[src/rtl/fetch_stage_if.sv]
// Bus between the fetch stage and its neighbours: hazard unit, EX redirect,
// instruction memory and the IF/ID register consumed by decode.
interface fetch_stage_if #(
  parameter int unsigned CNT_W = 16
);
  logic             stall_i;
  logic             branch_taken_i;
  logic [31:0]      branch_target_i;
  logic [31:0]      imem_addr_o;
  logic [31:0]      imem_rdata_i;
  logic [31:0]      if_id_pc_o;
  logic [31:0]      if_id_pc_plus4_o;
  logic [31:0]      if_id_instr_o;
  logic             if_id_valid_o;
  logic             halted_o;
  logic [CNT_W-1:0] fetch_count_o;

  // Fetch-stage side.
  modport master (
    input  stall_i,
    input  branch_taken_i,
    input  branch_target_i,
    input  imem_rdata_i,
    output imem_addr_o,
    output if_id_pc_o,
    output if_id_pc_plus4_o,
    output if_id_instr_o,
    output if_id_valid_o,
    output halted_o,
    output fetch_count_o
  );

  // Environment side: hazard unit, EX stage, instruction memory, decode.
  modport slave (
    output stall_i,
    output branch_taken_i,
    output branch_target_i,
    output imem_rdata_i,
    input  imem_addr_o,
    input  if_id_pc_o,
    input  if_id_pc_plus4_o,
    input  if_id_instr_o,
    input  if_id_valid_o,
    input  halted_o,
    input  fetch_count_o
  );
endinterface

[src/rtl/fetch_stage.sv]
// Instruction-fetch stage: owns the PC and the IF/ID register, honours stalls
// and EX redirects, and parks on a HALT instruction until redirected.
module fetch_stage #(
  parameter logic [31:0] RESET_PC  = 32'h0000_0000,
  parameter logic [31:0] HALT_INST = 32'hFC00_0000,
  parameter int unsigned CNT_W     = 16
) (
  input  logic          clk_i,
  input  logic          rst_i,
  fetch_stage_if.master bus
);

  typedef enum logic {
    S_FETCH,
    S_HALTED
  } state_e;

  state_e           state_q;
  logic [31:0]      pc_q;
  logic [31:0]      if_id_pc_q;
  logic [31:0]      if_id_pc_plus4_q;
  logic [31:0]      if_id_instr_q;
  logic             if_id_valid_q;
  logic             halted_q;
  logic [CNT_W-1:0] fetch_count_q;

  logic [31:0]      pc_plus4_d;
  logic [31:0]      branch_pc_d;
  logic [CNT_W-1:0] fetch_count_d;
  logic             is_halt_d;

  always_comb begin
    pc_plus4_d    = pc_q + 32'd4;
    branch_pc_d   = {bus.branch_target_i[31:2], 2'b00};
    is_halt_d     = (bus.imem_rdata_i == HALT_INST);
    fetch_count_d = (fetch_count_q == '1) ? fetch_count_q
                                          : fetch_count_q + CNT_W'(1);
  end

  // Priority: reset > branch redirect > stall > state action.
  always_ff @(posedge clk_i) begin
    if (rst_i) begin
      state_q          <= S_FETCH;
      pc_q             <= RESET_PC;
      if_id_pc_q       <= '0;
      if_id_pc_plus4_q <= '0;
      if_id_instr_q    <= '0;
      if_id_valid_q    <= 1'b0;
      halted_q         <= 1'b0;
      fetch_count_q    <= '0;
    end else if (bus.branch_taken_i) begin
      // A HALT seen before the redirect was wrong-path, so fetch resumes.
      state_q          <= S_FETCH;
      pc_q             <= branch_pc_d;
      if_id_pc_q       <= '0;
      if_id_pc_plus4_q <= '0;
      if_id_instr_q    <= '0;
      if_id_valid_q    <= 1'b0;
      halted_q         <= 1'b0;
    end else if (!bus.stall_i) begin
      case (state_q)
        S_FETCH: begin
          if_id_pc_q       <= pc_q;
          if_id_pc_plus4_q <= pc_plus4_d;
          if_id_instr_q    <= bus.imem_rdata_i;
          if_id_valid_q    <= 1'b1;
          fetch_count_q    <= fetch_count_d;
          if (is_halt_d) begin
            state_q  <= S_HALTED;
            halted_q <= 1'b1;
          end else begin
            pc_q <= pc_plus4_d;
          end
        end
        S_HALTED: begin
          if_id_pc_q       <= '0;
          if_id_pc_plus4_q <= '0;
          if_id_instr_q    <= '0;
          if_id_valid_q    <= 1'b0;
        end
        default: begin
          state_q  <= S_FETCH;
          halted_q <= 1'b0;
        end
      endcase
    end
  end

  assign bus.imem_addr_o      = pc_q;
  assign bus.if_id_pc_o       = if_id_pc_q;
  assign bus.if_id_pc_plus4_o = if_id_pc_plus4_q;
  assign bus.if_id_instr_o    = if_id_instr_q;
  assign bus.if_id_valid_o    = if_id_valid_q;
  assign bus.halted_o         = halted_q;
  assign bus.fetch_count_o    = fetch_count_q;

endmodule

[src/flat_wrapper.sv]
// flat-port wrapper written by rule: the top's interface ports become plain ports
module fetch_stage_flat 
#(
  parameter logic [31:0] RESET_PC  = 32'h0000_0000,
  parameter logic [31:0] HALT_INST = 32'hFC00_0000,
  parameter int unsigned CNT_W     = 16
)
  (clk_i, rst_i, bus_stall_i, bus_branch_taken_i, bus_branch_target_i, bus_imem_rdata_i, bus_imem_addr_o, bus_if_id_pc_o, bus_if_id_pc_plus4_o, bus_if_id_instr_o, bus_if_id_valid_o, bus_halted_o, bus_fetch_count_o);
  fetch_stage_if #(.CNT_W(CNT_W)) bus_i ();
  input  logic clk_i;
  input  logic rst_i;
  input wire logic [$bits(bus_i.stall_i)-1:0] bus_stall_i;
  input wire logic [$bits(bus_i.branch_taken_i)-1:0] bus_branch_taken_i;
  input wire logic [$bits(bus_i.branch_target_i)-1:0] bus_branch_target_i;
  input wire logic [$bits(bus_i.imem_rdata_i)-1:0] bus_imem_rdata_i;
  output wire logic [$bits(bus_i.imem_addr_o)-1:0] bus_imem_addr_o;
  output wire logic [$bits(bus_i.if_id_pc_o)-1:0] bus_if_id_pc_o;
  output wire logic [$bits(bus_i.if_id_pc_plus4_o)-1:0] bus_if_id_pc_plus4_o;
  output wire logic [$bits(bus_i.if_id_instr_o)-1:0] bus_if_id_instr_o;
  output wire logic [$bits(bus_i.if_id_valid_o)-1:0] bus_if_id_valid_o;
  output wire logic [$bits(bus_i.halted_o)-1:0] bus_halted_o;
  output wire logic [$bits(bus_i.fetch_count_o)-1:0] bus_fetch_count_o;
  assign bus_i.stall_i = bus_stall_i;
  assign bus_i.branch_taken_i = bus_branch_taken_i;
  assign bus_i.branch_target_i = bus_branch_target_i;
  assign bus_i.imem_rdata_i = bus_imem_rdata_i;
  assign bus_imem_addr_o = bus_i.imem_addr_o;
  assign bus_if_id_pc_o = bus_i.if_id_pc_o;
  assign bus_if_id_pc_plus4_o = bus_i.if_id_pc_plus4_o;
  assign bus_if_id_instr_o = bus_i.if_id_instr_o;
  assign bus_if_id_valid_o = bus_i.if_id_valid_o;
  assign bus_halted_o = bus_i.halted_o;
  assign bus_fetch_count_o = bus_i.fetch_count_o;
  fetch_stage #(.RESET_PC(RESET_PC), .HALT_INST(HALT_INST), .CNT_W(CNT_W)) u_core (.clk_i(clk_i), .rst_i(rst_i), .bus(bus_i));
endmodule
[config.mk]
export PLATFORM = sky130hd
export DESIGN_NAME = fetch_stage_flat
export DESIGN_NICKNAME = d
export VERILOG_FILES = /design/src/rtl/fetch_stage_if.sv /design/src/rtl/fetch_stage.sv /design/src/flat_wrapper.sv
export SDC_FILE = /design/constraint.sdc
export NUM_CORES = 1
export LEC_CHECK = 0
export CAP_MARGIN = 20
export CORE_AREA = 2 2 136 138
export CTS_CLUSTER_DIAMETER = 120
export CTS_CLUSTER_SIZE = 40
export DETAILED_ROUTE_END_ITERATION = 10
export DIE_AREA = 0 0 138 140
export HOLD_SLACK_MARGIN = 0.02
export PLACE_DENSITY_LB_ADDON = 0.12
export SLEW_MARGIN = 20
export SYNTH_ARGS = -nofsm -noshare
export SYNTH_HDL_FRONTEND = slang
export SYNTH_SLANG_ARGS = --single-unit
[constraint.sdc]
create_clock -name clk_i -period 2.6 [get_ports clk_i]
set_clock_uncertainty 0.1 [all_clocks]
set_input_delay 0.52 -clock clk_i [delete_from_list [all_inputs] [get_ports clk_i]]
set_output_delay 0.52 -clock clk_i [all_outputs]
set_load 0.02 [all_outputs]
==> metrics.md, run 1 <==
| Metric | Value |
|---|---|
| FMAX | 425.0 MHz |
| Post-synth EDFFs | 0 |
| Worst Path Arrival | 1.73 ns |
| Total number of vias | 6093 |
| Post-CTS Setup Bufs | 0 |
| CP max stage delay | 0.70 ns |
| Worst setup path class | reg2out |
| Hold Fails Final Rpt | 0 |
| Total wire length | 20590 µm |
| Post-cts sizing count | 0 |
| Compound-Gate Fraction of Synth Area | 20.59% |
| DRT iter0 DRCs | 342 |
| Synth top area share | 45.76% |
| DPL Wire Length | 14840 µm |
| Critical path peak fanout | 10 |
| Chip Width | 138 µm |
| Nets | 977 |
| CP required | 1.98 ns |
| Reg2Reg Setup Slack | 0.29 ns |
| FILL cells | 1666 |
| Period utilization | 90.50% |
| Total track usage | 20.61% |
| Synth cell types | 61 |
| Synth top area cells | dfxtp_1 46%, a22oi_1 10%, nor2_1 6.3% |
| Yosys top cell by area | dfxtp_1 |
| First-pass GRT wire length | 32030 µm |
| Main combinational cell family by area after synthesis | simple AND/OR/NAND/NOR gates |
| TritonCTS buffer count | 17 |
| R2R Path End | u_core.bus.imem_addr_o[30] |
| Max_cap viols | 0 |
| Share of layout cells above drive strength 1 | 10.43% |
| FF-to-FF Start | u_core.bus.imem_addr_o[2] |
| WHS Path Cells | 2 |
| CP bufs+invs | 1 |
| Clock Latency Late Sink | 0.42 ns |
| Seq/Total Area, Yosys | 45.76% |
| Setup violators final | 0 |
| Antenna Cells | 0 |
| Crit-path slowest cell | clkdlybuf4s50_1 |
| R2R cell count | 7 |
| Initial antenna violation count | 0 |
| Synthesized flop and latch total | 141 |
| Die Span Y | 140 µm |
| Pin count of the biggest net entering global routing | 81 |
| Crit path cell chain | clkdlybuf4s50_1 |
| Gate Count Post-Synth | 701 |
| Peak VDD IR | 0.4678 mV |
| # DRC | 0 |
| Adder and majority gate portion of the synthesized area | 0.4057% |
| Number of global-route vias before repair | 5771 |
| XOR/XNOR Fraction of Synth Area | 5.396% |
| Run status | complete, no violations |
| Tmin final | 2.353 ns |
| Worst hold slack | 0.3580 ns |
| Clock Sinks | 141 |
| Synth warn | 0 |
| Initial Util | 34.69% |
| DR WL/cell | 17.92 µm |
| Area Overhead vs Synth | 49.03% |
| Setup TNS | 0 ns |
| DP Cell Count | 1117 |
| CP Capture Type | output pin |
| Critical path launch point type | flip-flop |
| H-tree depth | 4 |
| Avg Synthesized Cell Area | 8.799 µm² |
| Remaining antenna violation count | 0 |
| Largest delay share family, worst path | buffers and inverters |
| Async SR Flop Fraction | 0% |
| Num ports | 214 |
| Post-synth top flop | dfxtp_1 |
| LEAKAGE | 3.281 nW |
| Mux share of post-synthesis cell area | 0.1623% |
| Vias per inst | 5.303 |
| GR Overflow Total | 0 |
| Clock-pin slew on the worst setup and hold paths | 0.06 ns |
| Syn Std Cell Area | 6168 µm² |
| Clk buf depth | 2 |
| Hold Path Origin | u_core.bus.if_id_pc_plus4_o[27] |
| GPL Wtd Cong | 0.8764 |
| Power Dens Cells | 586.7 nW/µm² |
| Final std cells w/o fill | 1149 |
| CTS tree | done |
| Slew Limit Fails | 0 |
| Cts hold-fix bufs | 0 |
| Post-route setup slack | 0.2471 ns |
| Row count | 49 |
| Number of port buffers | 205 |
| Total core area | 17780 µm² |
| Setup repair after global routing missed its margin | false |
| Simple-Gate Fraction of Synth Area | 22.39% |
| Setup WS pre-CTS | -0.1152 ns |
| Slew at the pin closest to its max-slew limit | 0.5614 ns |
| Pre-antenna DRT Iters | 5 |
| Die Area | 19320 µm² |
| Worst Hold Path EP | u_core.bus.if_id_pc_plus4_o[27] |
| Max-slew headroom | 62.58% |
| Worst hold path type | reg2reg |
| Root buf cell | clkbuf_16 |
==> power by group <==
part | switching (W) | internal, W | leakage (nW)
Clock | 0.000928 | 0.00148 | 0.285
Sequential | 0.0000676 | 0.00223 | 1.15
Combinational | 0.000365 | 0.000326 | 1.85
Total | 0.00136 | 0.00403 | 3.28
==> worst register-to-register path, stage by stage, from the launching register on <==
cell and delay (ns):
dfxtp_1 0.34, ha_1 0.31, nand3_2 0.26, nor4_1 0.41, buf_4 0.19, nand3_1 0.08
o311ai_0 0.32, a31oi_1 0.14
==> synth_stat cells, types with 11 or more instances <==
library cell  number
nand4_1           13
a21oi_1           20
xnor2_1           11
a31oi_1           12
clkbuf_1          41
dfxtp_1          141
xor2_1            27
nand2_1           41
nor2_1           104
o21ai_0           18
nand3_1           30
a22oi_1           84
==> cell families (layout without fill, tap and decap cells) <==
family,count (synthesis),count (layout)
adders and majority gates,2,2
muxes,1,1
other,1,6
DFF,141,141
AOI/OAI and AO/OA,178,178
buffers and inverters,75,289
and+or+nand+nor,265,265
xor gates and xnor gates,38,38
==> worst max-delay path by stage <==
stage	startpoint	endpoint	slack [ns]	cells past startpoint
global placement	bus_imem_rdata_i[25]	u_core.bus.imem_addr_o[6]	-0.07	7
global route	u_core.bus.imem_addr_o[16]	bus_imem_addr_o[16]	0.16	1
CTS	u_core.bus.imem_addr_o[16]	bus_imem_addr_o[16]	0.23	1
floorplan	u_core.bus.imem_addr_o[2]	u_core.bus.imem_addr_o[14]	0.31	6
detailed placement	bus_imem_rdata_i[25]	u_core.bus.imem_addr_o[18]	-0.12	7
finish	u_core.bus.imem_addr_o[16]	bus_imem_addr_o[16]	0.25	1
==> flip-flops by register name (all words and copies together), names as in the netlist <==
name                         count
u_core.bus.imem_addr_o          30
u_core.bus.if_id_valid_o         1
u_core.bus.fetch_count_o        16
u_core.bus.if_id_pc_plus4_o     30
u_core.state_q                   1
u_core.bus.halted_o              1
u_core.bus.if_id_pc_o           30
u_core.bus.if_id_instr_o        32
==> per-stage QoR <==
| stage | total power (W) | util, % | cell area (µm²) |
|---|---|---|---|
| 2_1_floorplan | 0.002671 | - | 6187 |
| 3_3_place_gp | 0.003022 | 48.40 | 8606 |
| 3_5_place_dp | 0.003031 | 48.40 | 8606 |
| 4_1_cts | 0.005450 | 51.70 | 9193 |
| 5_1_grt | 0.005605 | 51.70 | 9193 |
| 6_report | 0.005393 | 51.70 | 9193 |
==> layer usage <==
layer  track usage, %  wire length, µm  vias to the layer above
met3            6.598             1496                       27
met1            26.25             8984                     2921
met2            33.01             9687                      186
met4            7.197              417                        0
li1                 -                -                     2959
met5                0                0                        -
==> cells in the final DEF, fill, tap and decap left out, types with 5 or more instances in the layout <==
cell type	netlist	routed
nor2_1	104	103
and2_1	6	6
clkdlybuf4s50_1	0	203
a31oi_1	12	12
inv_1	10	10
buf_4	8	39
clkinv_2	0	5
nand3_1	30	30
xor2_1	27	27
conb_1	1	6
and4_1	10	10
or3_1	9	9
nand4_1	13	13
dfxtp_1	141	141
xnor2_1	11	11
nand2_1	41	41
clkbuf_16	0	17
nor3_1	9	9
a21oi_1	20	20
o211ai_1	10	10
o21ai_0	18	18
a211oi_1	5	5
and3_1	9	9
nor4_1	8	8
a22oi_1	84	84
==> final cells by class <==
cell class | instances | area [µm²] | area share, %
Inverter | 10 | 37.54 | 0.4083
Clock buffer | 21 | 470.5 | 5.118
Timing Repair Buffer | 247 | 2410 | 26.21
Sequential cell | 141 | 2823 | 30.71
Tap cell | 229 | 286.5 | 3.117
Multi-Input combinational cell | 490 | 3049 | 33.17
Clock inverter | 11 | 116.4 | 1.266
Note: power is estimated with default switching activity, not from simulation.
==> run 2: changes to the inputs <==
- RECOVER_POWER: unset -> 50
==> run 2 against run 1 <==
  * First-iteration DRC count is 2.9% lower
  * Global-route usage is the same
  * Critical endpoint unchanged
  * Register-to-register slack improved by 0.03 ns
  * Sequential share of layout area rose by 0.063 points
  * Final area decreased by 0.20%
==> metrics.md, run 2 (synthesis gave the netlist of run 1 again) <==
| Metric | Value |
|---|---|
| Total number of vias | 6103 |
| Total core area | 17780 µm² |
| Peak VDD IR | 0.4638 mV |
| H-tree depth | 4 |
| Crit-path slowest cell | clkdlybuf4s50_1 |
| Most frequent cells in the layout | 141 x dfxtp_1, 106 x clkdlybuf4s50_1, 103 x nor2_1 |
| Pre-antenna DRT Iters | 5 |
| Post-route setup slack | 0.2549 ns |
| First-pass GRT wire length | 32030 µm |
| Worst Path Arrival | 1.73 ns |
| FMAX | 426.4 MHz |
| Slew Limit Fails | 0 |
| CP bufs+invs | 1 |
| CP required | 1.98 ns |
| Power Dens Cells | 586.8 nW/µm² |
| CP max stage delay | 0.69 ns |
| Finished Cell Area | 9174 µm² |
| Share of layout cells above drive strength 1 | 10.00% |
| Slew at the pin closest to its max-slew limit | 0.6359 ns |
| Total wire length | 20570 µm |
| Tot Pwr | 0.005383 W |
| Root buf cell | clkbuf_16 |
| Post-CTS Setup Bufs | 0 |
| Clock-pin slew on the worst setup and hold paths | 0.06 ns |
| Setup violators final | 0 |
| Row count | 49 |
| Initial Util | 34.69% |
| Crit path cell chain | clkdlybuf4s50_1 |
| Setup repair after global routing missed its margin | false |
| Worst setup path class | reg2out |
| Critical path launch point type | flip-flop |
| Nets | 977 |
| Die Area | 19320 µm² |
| Antenna Cells | 0 |
| Number of port buffers | 205 |
| Clock Sinks | 141 |
| Setup WS pre-CTS | -0.1152 ns |
| Worst hold path type | reg2reg |
| DRT iter0 DRCs | 332 |
| TritonCTS buffer count | 17 |
| Pin count of the biggest net entering global routing | 81 |
| # DRC | 0 |
| Setup TNS | 0 ns |
| Die Span Y | 140 µm |
| Critical path peak fanout | 10 |
| Cts hold-fix bufs | 0 |
| Clk buf depth | 2 |
| Num ports | 214 |
| Max-slew headroom | 57.61% |
| Period utilization | 90.20% |
| Met1 Use GR | 26.25% |
| Run status | complete, no violations |
| Area Overhead vs Synth | 48.72% |
| GPL Wtd Cong | 0.8764 |
| DPL Wire Length | 14840 µm |
| Largest register FFs | 32 |
| GRT busiest layer | met2 |
| Largest delay share family, worst path | buffers and inverters |
| Initial antenna violation count | 1 |
| Total track usage | 20.61% |
| Hold Fails Final Rpt | 0 |
| LEAKAGE | 3.586 nW |
| Vias per inst | 5.312 |
| Met3 global-route usage | 6.598% |
| Number of global-route vias before repair | 5771 |
| Clock Latency Late Sink | 0.42 ns |
| Remaining antenna violation count | 0 |
| Most common cell after layout, fill and taps aside | dfxtp_1 |
| Tmin final | 2.345 ns |
| GR Overflow Total | 0 |
| GR Util met2 | 33.01% |
| Max_cap viols | 0 |
| CP Capture Type | output pin |
| DR WL/cell | 17.91 µm |
| Chip Width | 138 µm |
| Post-cts sizing count | 0 |
| CTS tree | done |
| Placed inst area | 8606 µm² |
[run 2: cell types whose count changed in the layout (fill, tap and decap cells not counted), moves of 3 or more]
cell             previous run  this run
buf_4                      39        35
clkbuf_1                    1         4
clkdlybuf4s50_1           203       106
dlygate4sd3_1               0        97
[run 2: power breakdown]
| part | leakage (nW) | internal, W | total [W] | switching (W) |
|---|---|---|---|---|
| Clock | 0.285 | 0.00148 | 0.00241 | 0.000934 |
| Sequential | 1.15 | 0.00223 | 0.00229 | 0.0000656 |
| Combinational | 2.15 | 0.000313 | 0.000677 | 0.000364 |
[run 2: metal layers]
layer  vias up  part of all wire (%)  wire length (µm)
met4         2                   2.1               426
met3        28                   7.2              1490
met1      2921                    44              8956
met5         -                 0.063                13
met2       188                    47              9685
li1       2964                     -                 -
[run 2: layout make-up]
cell class,instances,area (µm²)
fillers,1672,8606
well taps,229,286.5
clock inverters,11,116.4
flip-flops and latches,141,2823
repair buffers,247,2396
inverters,10,37.54
multi-input cells,490,3044
clock buffers,21,470.5
[run 2: through the flow]
stage | hold WS, ns | instances | util, %
after floorplan | 0.4270 | 706 | -
after global routing | 0.3893 | 1149 | 51.60
after CTS | 0.3657 | 1149 | 51.70
final | 0.3525 | 1149 | 51.60
after global placement | 0.3396 | 1117 | 48.40
after detailed placement | 0.3513 | 1117 | 48.40
[run 2: worst paths after layout]
path,startpoint,to,slack (ns),cells past startpoint
max reg2reg,u_core.bus.imem_addr_o[2],u_core.bus.imem_addr_o[14],0.32,6
max,u_core.bus.imem_addr_o[16],bus_imem_addr_o[16],0.25,1
min,u_core.bus.if_id_pc_plus4_o[27],u_core.bus.if_id_pc_plus4_o[27],0.35,2
min reg2reg,u_core.bus.if_id_pc_plus4_o[27],u_core.bus.if_id_pc_plus4_o[27],0.35,2
[run 2: worst min-delay path, stage by stage, from the launching register on]
cell	delay (ns)
dfxtp_1	0.32
nand2_1	0.04
o21ai_0	0.06
==> run 3: changes to the inputs <==
- CORE_AREA: 2 2 136 138 -> 2 2 118 120
- CTS_BUF_LIST: unset -> sky130_fd_sc_hd__clkbuf_4 sky130_fd_sc_hd__clkbuf_8
- DIE_AREA: 0 0 138 140 -> 0 0 120 122
==> run 3 against run 2 <==
  * Critical path depth increased by 6
  * First-iteration DRC count up 31%
  * Fmax shrank 3.1%
  * Sequential power about the same
  * Via count increased by 2.7%
  * Critical path type is now in2reg
==> metrics.md, run 3 (synthesis gave the netlist of run 1 again) <==
| Metric | Value |
|---|---|
| Final Core Density | 66.42% |
| Slew at the pin closest to its max-slew limit | 0.7735 ns |
| First-pass GRT wire length | 30630 µm |
| CTS tree | done |
| CP bufs+invs | 5 |
| Clock share of power | 40.7% |
| Critical path launch point type | primary input |
| Clock Latency Late Sink | 0.45 ns |
| Worst setup path class | in2reg |
| Slew Limit Fails | 0 |
| Vias per inst | 5.711 |
| Max_cap viols | 0 |
| CP required | 2.85 ns |
| Setup repair after global routing missed its margin | false |
| H-tree depth | 4 |
| GR Util met2 | 43.50% |
| Worst Path Arrival | 2.67 ns |
| DP Cell Count | 1066 |
| Sw frac | 25.40% |
| Antenna Cells | 0 |
| FMAX | 413.2 MHz |
| Total wire length | 19660 µm |
| Die Span Y | 122 µm |
| FILL cells | 1151 |
| Net switching power | 0.001272 W |
| Power Dens Cells | 558.2 nW/µm² |
| Clock-pin slew on the worst setup and hold paths | 0.08 ns |
| Post-cts sizing count | 0 |
| Nets | 975 |
| Run status | complete, no violations |
| Number of global-route vias before repair | 5934 |
| Critical path peak fanout | 30 |
| Tmin final | 2.420 ns |
| CP max stage delay | 0.56 ns |
| GRT busiest layer | met2 |
| LEAKAGE | 3.384 nW |
| Pin count of the biggest net entering global routing | 67 |
| CP Capture Type | flip-flop |
| Clk buf depth | 2 |
| Total core area | 13500 µm² |
| Hold Fails Final Rpt | 0 |
| Crit-path slowest cell | clkbuf_1 |
| Most frequent cells in the layout | 150 x clkdlybuf4s50_1, 141 x dfxtp_1, 103 x nor2_1 |
| Num ports | 214 |
| Met1 Use GR | 32.72% |
| Number of port buffers | 205 |
| FF/Latch Area | 2823 µm² |
| Chip Width | 120 µm |
| DR WL/cell | 17.92 µm |
| Root buf cell | clkbuf_8 |
| Area Overhead vs Synth | 45.42% |
| Peak VDD IR | 0.3714 mV |
| DPL Wire Length | 13910 µm |
| Tot Pwr | 0.005007 W |
| Cell-internal power | 0.003735 W |
| Comb pwr share | 13.6% |
| Clock Sinks | 141 |
| # DRC | 0 |
| Largest delay share family, worst path | buffers and inverters |
| GR Overflow Total | 0 |
| Setup violators final | 0 |
| Worst hold path type | reg2reg |
| Reg2Reg Setup Slack | 0.33 ns |
| Die Area | 14640 µm² |
| TritonCTS buffer count | 17 |
| DRT iter0 DRCs | 436 |
| Row count | 43 |
| Period utilization | 93.09% |
| Initial Util | 45.68% |
| Cts hold-fix bufs | 0 |
| Crit path cell chain | clkdlybuf4s50_1 > clkbuf_1 > buf_4 > inv_1 > buf_12 > and4_1 > a2111oi_2 |
| Area occupied by multi-input gates | 3044 µm² |
| Share of layout cells above drive strength 1 | 9.815% |
| Total number of vias | 6265 |
| Seq pwr share | 45.7% |
| Most common cell after layout, fill and taps aside | clkdlybuf4s50_1 |
| Largest register FFs | 32 |
| Met3 global-route usage | 9.176% |
| Pre-antenna DRT Iters | 7 |
| Initial antenna violation count | 0 |
| Max-slew headroom | 48.43% |
| Post-CTS Setup Bufs | 0 |
| Total track usage | 26.56% |
| GPL Wtd Cong | 0.8780 |
| Remaining antenna violation count | 0 |
| Final std cells w/o fill | 1097 |
==> run 3: cell count changes in the layout (fill, tap and decap cells not counted), sizes merged <==
cell / delta
clkdlybuf4s50: +44
bufinv: +3
dlygate4sd3: -44
clkinv: -1
buf: -2
clkinvlp: -2
clkbuf: -1
==> run 3: final timing paths <==
kind / from / to / cells past startpoint
min: u_core.bus.if_id_pc_plus4_o[23] / u_core.bus.if_id_pc_plus4_o[23] / 2
min reg2reg: u_core.bus.if_id_pc_plus4_o[23] / u_core.bus.if_id_pc_plus4_o[23] / 2
max reg2reg: u_core.bus.imem_addr_o[3] / u_core.bus.imem_addr_o[14] / 6
max: bus_branch_taken_i / u_core.bus.imem_addr_o[9] / 7
==> run 3: layer usage <==
layer  routed length, µm  vias up
met5                   0        -
met4                 357        0
met3                1662       24
met2                9430      244
met1                8210     3046
li1                    -     2951
==> run 3: power by group through the flow <==
stage                     clock network [W]  registers, W  logic (W)
final                               0.00204       0.00229   0.000679
after global routing                0.00217       0.00230   0.000726
after CTS                           0.00206       0.00229   0.000687
after detailed placement                  0       0.00234   0.000683
after global placement                    0       0.00234   0.000672
after floorplan                           0       0.00240   0.000266
==> run 3: worst reg2reg max path, cell delays in order (launching register included) <==
cell and delay (ns):
dfxtp_1 0.35, ha_1 0.32, nand3_2 0.24, or4_2 0.71
xnor2_1 0.26, a22oi_1 0.11, a21oi_1 0.13
==> run 3: through the flow <==
stage                     TNS (ns)  hold WS [ns]  instance area (µm²)  setup slack, ns
after global routing             0        0.3816                 8970          0.07789
after CTS                        0        0.3502                 8989           0.2500
after global placement     -0.5440        0.3434                 8529         -0.05570
after detailed placement    -1.720        0.3478                 8529          -0.1169
after floorplan                  0        0.4270                 6187           0.3146
final                            0        0.3525                 8970           0.1796
==> run 3: final cells by class <==
type	count	share of cell area [%]
Sequential cell	141	31.47
Multi-Input combinational cell	490	33.94
Tap cell	180	2.511
Clock inverter	11	2.120
Clock buffer	20	2.999
Timing Repair Buffer	245	26.54
Inverter	10	0.4185
==> RTL edit 1: new RTL, config.mk and constraints of run 1 <==
Make the reset (`rst_i`) asynchronous in one clocked block.
--- a/src/rtl/fetch_stage.sv
+++ b/src/rtl/fetch_stage.sv
@@ -38,7 +38,7 @@
   end
 
   // Priority: reset > branch redirect > stall > state action.
-  always_ff @(posedge clk_i) begin
+  always_ff @(posedge clk_i or posedge rst_i) begin
     if (rst_i) begin
       state_q          <= S_FETCH;
       pc_q             <= RESET_PC;
Check against the original RTL: differs if rst_i is asserted again (counterexample within 4 cycles, from zero or initial values and one cycle with rst_i high); with rst_i held inactive, the same outputs for 4 cycles.
==> RTL edit 1 against run 1 <==
Wire length decreased by 5.6%. Setup slack got worse by 0.032 ns. Global-route usage decreased by 0.22 points. Synthesized area increased by 2.7%. Count of clock-buffer cells in the layout increased by 1. Final area increased by 3.6%. Sequential cell count increased by 1. Critical endpoint is now u_core.bus.imem_addr_o[28]. Power increased by 18%.
==> RTL edit 1: results (changes against run 1) <==
- Fin Hold WS: 0.384 ns (+0.0260 ns)
- Maximum single-stage delay on the critical path: 0.47 ns (-0.23 ns)
- Met3 Wirelength: 1030 µm (-31%)
- Via count of the first global-routing pass: 5683 (-1.5%)
- Top post-synthesis cells by count: 142 x sky130_fd_sc_hd__dfrtp_1, 64 x sky130_fd_sc_hd__a22o_1, 58 x sky130_fd_sc_hd__nand2_1
- Signal buffers: 251 (+1.6%)
- Iteration-0 DRC Markers: 274 (-20%)
- Post-DP Area: 8910 µm² (+3.6%)
- Worst Hold Launch: u_core.bus.if_id_valid_o
- Post-detailed-placement half-perimeter wirelength: 13900 µm (-6.5%)
- Largest fanout of any net on the critical path: 7 (-3)
- Number of distinct library cells after synthesis: 45 (-26%)
- Multi-input combinational gate total: 397 (-19%)
- Power Dens Cells: 670 nW/µm² (+14%)
- Routability Congestion: 0.813 (-7.2%)
- Seq/total area: 0.373 (+0.0661)
- Total GRT Usage: 0.204 (-0.00221)
- Worst voltage drop across the vdd grid: 0.458 mV (-2.0%)
- Final clock-cell share: 0.0640 (+0.000159)
- Seq/Total Area, Yosys: 0.561 (+0.104)
- Metal-1 WL: 8740 µm (-2.7%)
- Number of nets in the finished design: 884 (-9.5%)
- Met3 Resource Use GR: 0.0465 (-0.0195)
- Post-Route WL: 19400 µm (-5.6%)
- Min-Delay Endpoint: u_core.bus.if_id_valid_o
- Worst Setup Slack post-DPL: -0.0587 ns (+0.0564 ns)
- Leakage power total: 3.95 nW (+20%)
- Ratio of cells with drive above 1 in the final layout: 0.100 (-0.00399)
- CP Capture Point: u_core.bus.imem_addr_o[28]
- Top post-synthesis cells by area: sky130_fd_sc_hd__dfrtp_1 56%, sky130_fd_sc_hd__a22o_1 8.9%, sky130_fd_sc_hd__o21ai_0 4.4%
- Count of flip-flops and latches: 142 (+0.71%)
- Run status: finished clean
- Launch point of the worst reg-to-reg path: u_core.bus.imem_addr_o[3]
- Register-to-register path setup slack: 0.21 ns (-0.08 ns)
- Async S/R FF share, synth: 1.00 (+1.00)
- Buffers added on ports: 209 (+2.0%)
- Met2 Usage GRT: 0.334 (+0.00417)
==> RTL edit 1: cell types whose count changed in the layout (fill, tap and decap cells not counted), moves of 8 or more <==
| cell | before | now |
|---|---|---|
| sky130_fd_sc_hd__dfrtp_1 | 0 | 142 |
| sky130_fd_sc_hd__dfxtp_1 | 141 | 0 |
| sky130_fd_sc_hd__a22oi_1 | 84 | 0 |
| sky130_fd_sc_hd__nor2_1 | 103 | 31 |
| sky130_fd_sc_hd__a22o_1 | 0 | 64 |
| sky130_fd_sc_hd__o21ai_0 | 18 | 55 |
| sky130_fd_sc_hd__a21oi_1 | 20 | 1 |
| sky130_fd_sc_hd__nand2_1 | 41 | 58 |
| sky130_fd_sc_hd__xnor2_1 | 11 | 24 |
| sky130_fd_sc_hd__nand3_1 | 30 | 22 |
| sky130_fd_sc_hd__or3_1 | 9 | 17 |
==> RTL edit 1: worst reg2reg max path, stage by stage (launching register included) <==
cell	delay, ns
sky130_fd_sc_hd__dfrtp_1	0.47
sky130_fd_sc_hd__ha_1	0.29
sky130_fd_sc_hd__and3_1	0.25
sky130_fd_sc_hd__nand3_1	0.15
sky130_fd_sc_hd__or3_1	0.47
sky130_fd_sc_hd__or3_1	0.38
sky130_fd_sc_hd__a31oi_1	0.19
==> RTL edit 1: kinds of logic after synthesis <==
group           synth area share
simple gates               0.151
compound gates             0.170
flops                      0.561
xor+xnor                  0.0747
buf+inv                   0.0348
fa+ha+maj                0.00395
mux                      0.00336
other cells             0.000592
==> RTL edit 1: where the power goes <==
group | leakage, nW | internal (W) | total (W) | switching [W]
clock network | 0.300 | 0.00158 | 0.00253 | 0.000942
logic | 1.81 | 0.000628 | 0.00129 | 0.000666
registers | 1.84 | 0.00240 | 0.00256 | 0.000164
==> RTL edit 2: new RTL, settings of run 1 <==
Without the edit above. `CNT_W` is set to 16 in 3 places; all go to 12.
--- a/src/rtl/fetch_stage_if.sv
+++ b/src/rtl/fetch_stage_if.sv
@@ -1,7 +1,7 @@
 // Bus between the fetch stage and its neighbours: hazard unit, EX redirect,
 // instruction memory and the IF/ID register consumed by decode.
 interface fetch_stage_if #(
-  parameter int unsigned CNT_W = 16
+  parameter int unsigned CNT_W = 12
 );
   logic             stall_i;
   logic             branch_taken_i;
--- a/src/rtl/fetch_stage.sv
+++ b/src/rtl/fetch_stage.sv
@@ -3,7 +3,7 @@
 module fetch_stage #(
   parameter logic [31:0] RESET_PC  = 32'h0000_0000,
   parameter logic [31:0] HALT_INST = 32'hFC00_0000,
-  parameter int unsigned CNT_W     = 16
+  parameter int unsigned CNT_W     = 12
 ) (
   input  logic          clk_i,
   input  logic          rst_i,
--- a/src/flat_wrapper.sv
+++ b/src/flat_wrapper.sv
@@ -3,7 +3,7 @@
 #(
   parameter logic [31:0] RESET_PC  = 32'h0000_0000,
   parameter logic [31:0] HALT_INST = 32'hFC00_0000,
-  parameter int unsigned CNT_W     = 16
+  parameter int unsigned CNT_W     = 12
 )
   (clk_i, rst_i, bus_stall_i, bus_branch_taken_i, bus_branch_target_i, bus_imem_rdata_i, bus_imem_addr_o, bus_if_id_pc_o, bus_if_id_pc_plus4_o, bus_if_id_instr_o, bus_if_id_valid_o, bus_halted_o, bus_fetch_count_o);
   fetch_stage_if #(.CNT_W(CNT_W)) bus_i ();
Ports: changed (resized bus_fetch_count_o); port bits go from 214 to 210. No check against the original RTL was run, so the function may have changed too.
==> RTL edit 2 against run 1 <==
Sequential share of layout area shrank 0.56 points. Synthesized area shrank 1.1%. Largest power group unchanged. Sequential power shrank 2%. Setup slack lost 0.13 ns. Power shrank 0.33%. Wire length grew 0.53%. Via count grew 0.59%. Sequential cell count shrank 4. Critical path type is now flop to flop. Core utilization shrank 0.53 points. Final area shrank 1.0%. Largest cell class unchanged. Critical endpoint is now u_core.bus.imem_addr_o[28]. Combinational power grew 10%.
==> RTL edit 2: results (changes against run 1) <==
- Largest fanout of any net on the critical path: 9 (-1)
- Antenna violations before repair: 0 (unchanged)
- Worst Setup Slack post-DPL: -0.334 ns (-0.219 ns)
- Number of distinct library cells after synthesis: 54 (-11%)
- Synthesized-area fraction occupied by adder cells: 0.00410 (+0.0000432)
- Number of nets in the finished design: 983 (+0.61%)
- Maximum clock path buffer count: 2 (unchanged)
- Sequential cell fraction of total power: 0.417 (-0.008)
- Seq/Total Area, Yosys: 0.449 (-0.00824)
- Number of warnings reported in the yosys synthesis log: 0 (unchanged)
- Placed Cells: 1123 (+0.54%)
- Async S/R FF share, synth: 0 (unchanged)
- Number of gates resized after CTS: 0 (unchanged)
- Post-detailed-placement half-perimeter wirelength: 14800 µm (-0.50%)
- Share of the synthesized area in compound gates (AO/OA/AOI/OAI): 0.194 (-0.0122)
- Total number of vias: 6129 (+0.59%)
- Clock edge transition at the registers on the reported setup and hold paths: 0.06 ns (about the same)
- Layout filler cell count: 1681 (+0.90%)
- Non-filler instance count after layout: 1154 (+0.44%)
- Worst path slowest cell: sky130_fd_sc_hd__or3_1
- Top post-synthesis cells by count: 137 x sky130_fd_sc_hd__dfxtp_1, 126 x sky130_fd_sc_hd__nor2_1, 75 x sky130_fd_sc_hd__a22oi_1
- Root Buffer Master: sky130_fd_sc_hd__clkbuf_16
- Run status: finished clean
- Switching fraction of total power: 0.255 (+0.00277)
- Combinational-cell power consumption: 0.000762 W (+10%)
- Worst voltage drop across the vdd grid: 0.440 mV (-5.9%)
- Leakage power total: 3.19 nW (-2.7%)
- Total GRT Usage: 0.215 (+0.00844)
- Clock network latency to the later pin of the worst-skew pair: 0.42 ns (about the same)
- Wire length per cell after detailed routing: 17.9 µm (about the same)
- Routability Congestion: 0.870 (-0.75%)
- Global-route wire length before repair: 33300 µm (+4.1%)
- Largest net degree at the start of global routing: 80 (-1.2%)
- First-pass DRT Iterations: 5 (unchanged)
- Iteration-0 DRC Markers: 433 (+27%)
- CP top delay family: simple AND/OR/NAND/NOR gates
- Number of H-tree branching levels: 4 (unchanged)
- Top post-synthesis cells by area: sky130_fd_sc_hd__dfxtp_1 45%, sky130_fd_sc_hd__a22oi_1 9.2%, sky130_fd_sc_hd__nor2_1 7.7%
- Switching pwr: 0.00137 W (+0.76%)
- Ratio of cells with drive above 1 in the final layout: 0.105 (+0.000517)
- Worst slew slack as a fraction of its limit: 0.424 (-0.202)
- Buffers added on ports: 201 (-2.0%)
- Post-DP Area: 8520 µm² (-0.97%)
- Hold path cells: 2 (unchanged)
- Diodes inserted: 0 (unchanged)
- Maximum single-stage delay on the critical path: 0.51 ns (-0.19 ns)
- Number of post-CTS setup repair buffers: 0 (unchanged)
- Post-synthesis average cell area: 8.60 µm² (-2.3%)
- Share of the synthesized netlist area taken by xor and xnor gates: 0.0646 (+0.0106)
- Hold Crit Class: flop to flop
- Flip-flop count of the largest register after layout: 32 (unchanged)
- Arrival time reported for the critical path endpoint: 2.71 ns (+0.98 ns)
- Cell count of the worst reg-to-reg path: 5 (-2)
- Fraction of synthesized area in multiplexers: 0 (-0.00162)
- TritonCTS buffer count: 17 (unchanged)
[RTL edit 2: cell types whose count changed after synthesis, moves of 9 or more]
cell / change
sky130_fd_sc_hd__a21oi_1: -10
sky130_fd_sc_hd__a311oi_1: +13
sky130_fd_sc_hd__a211oi_1: +12
sky130_fd_sc_hd__a31oi_1: -11
sky130_fd_sc_hd__a22oi_1: -9
sky130_fd_sc_hd__nor2_1: +22
sky130_fd_sc_hd__xnor2_1: +15
[RTL edit 2: path summary, 6_finish.rpt]
check | from | to | slack [ns]
worst max-delay path | u_core.bus.imem_addr_o[5] | u_core.bus.imem_addr_o[28] | 0.12
worst min-delay path | u_core.bus.if_id_pc_plus4_o[24] | u_core.bus.if_id_pc_plus4_o[24] | 0.35
worst max register to register | u_core.bus.imem_addr_o[5] | u_core.bus.imem_addr_o[28] | 0.12
worst min register to register | u_core.bus.if_id_pc_plus4_o[24] | u_core.bus.if_id_pc_plus4_o[24] | 0.35
[RTL edit 2: routing by layer]
metal,global-route usage,routed length [µm]
met5,0,0
met4,0.0779,480
met3,0.0663,1590
met2,0.343,9670
met1,0.274,8950
[RTL edit 2: worst min-delay path, cell delays in order (launching register included)]
cell	delay, ns
sky130_fd_sc_hd__dfxtp_1	0.32
sky130_fd_sc_hd__nand2_1	0.04
sky130_fd_sc_hd__o21ai_0	0.05
[RTL edit 2: area by class of cell]
class                      instances  area (µm²)  area share
multi-input combinational        496        3030       0.333
sequential                       137        2740       0.301
timing repair buffer             254        2440       0.268
clock buffer                      23         478      0.0525
tap                              229         287      0.0315
clock inverter                     8        95.1      0.0105
inverter                           7        26.3     0.00289
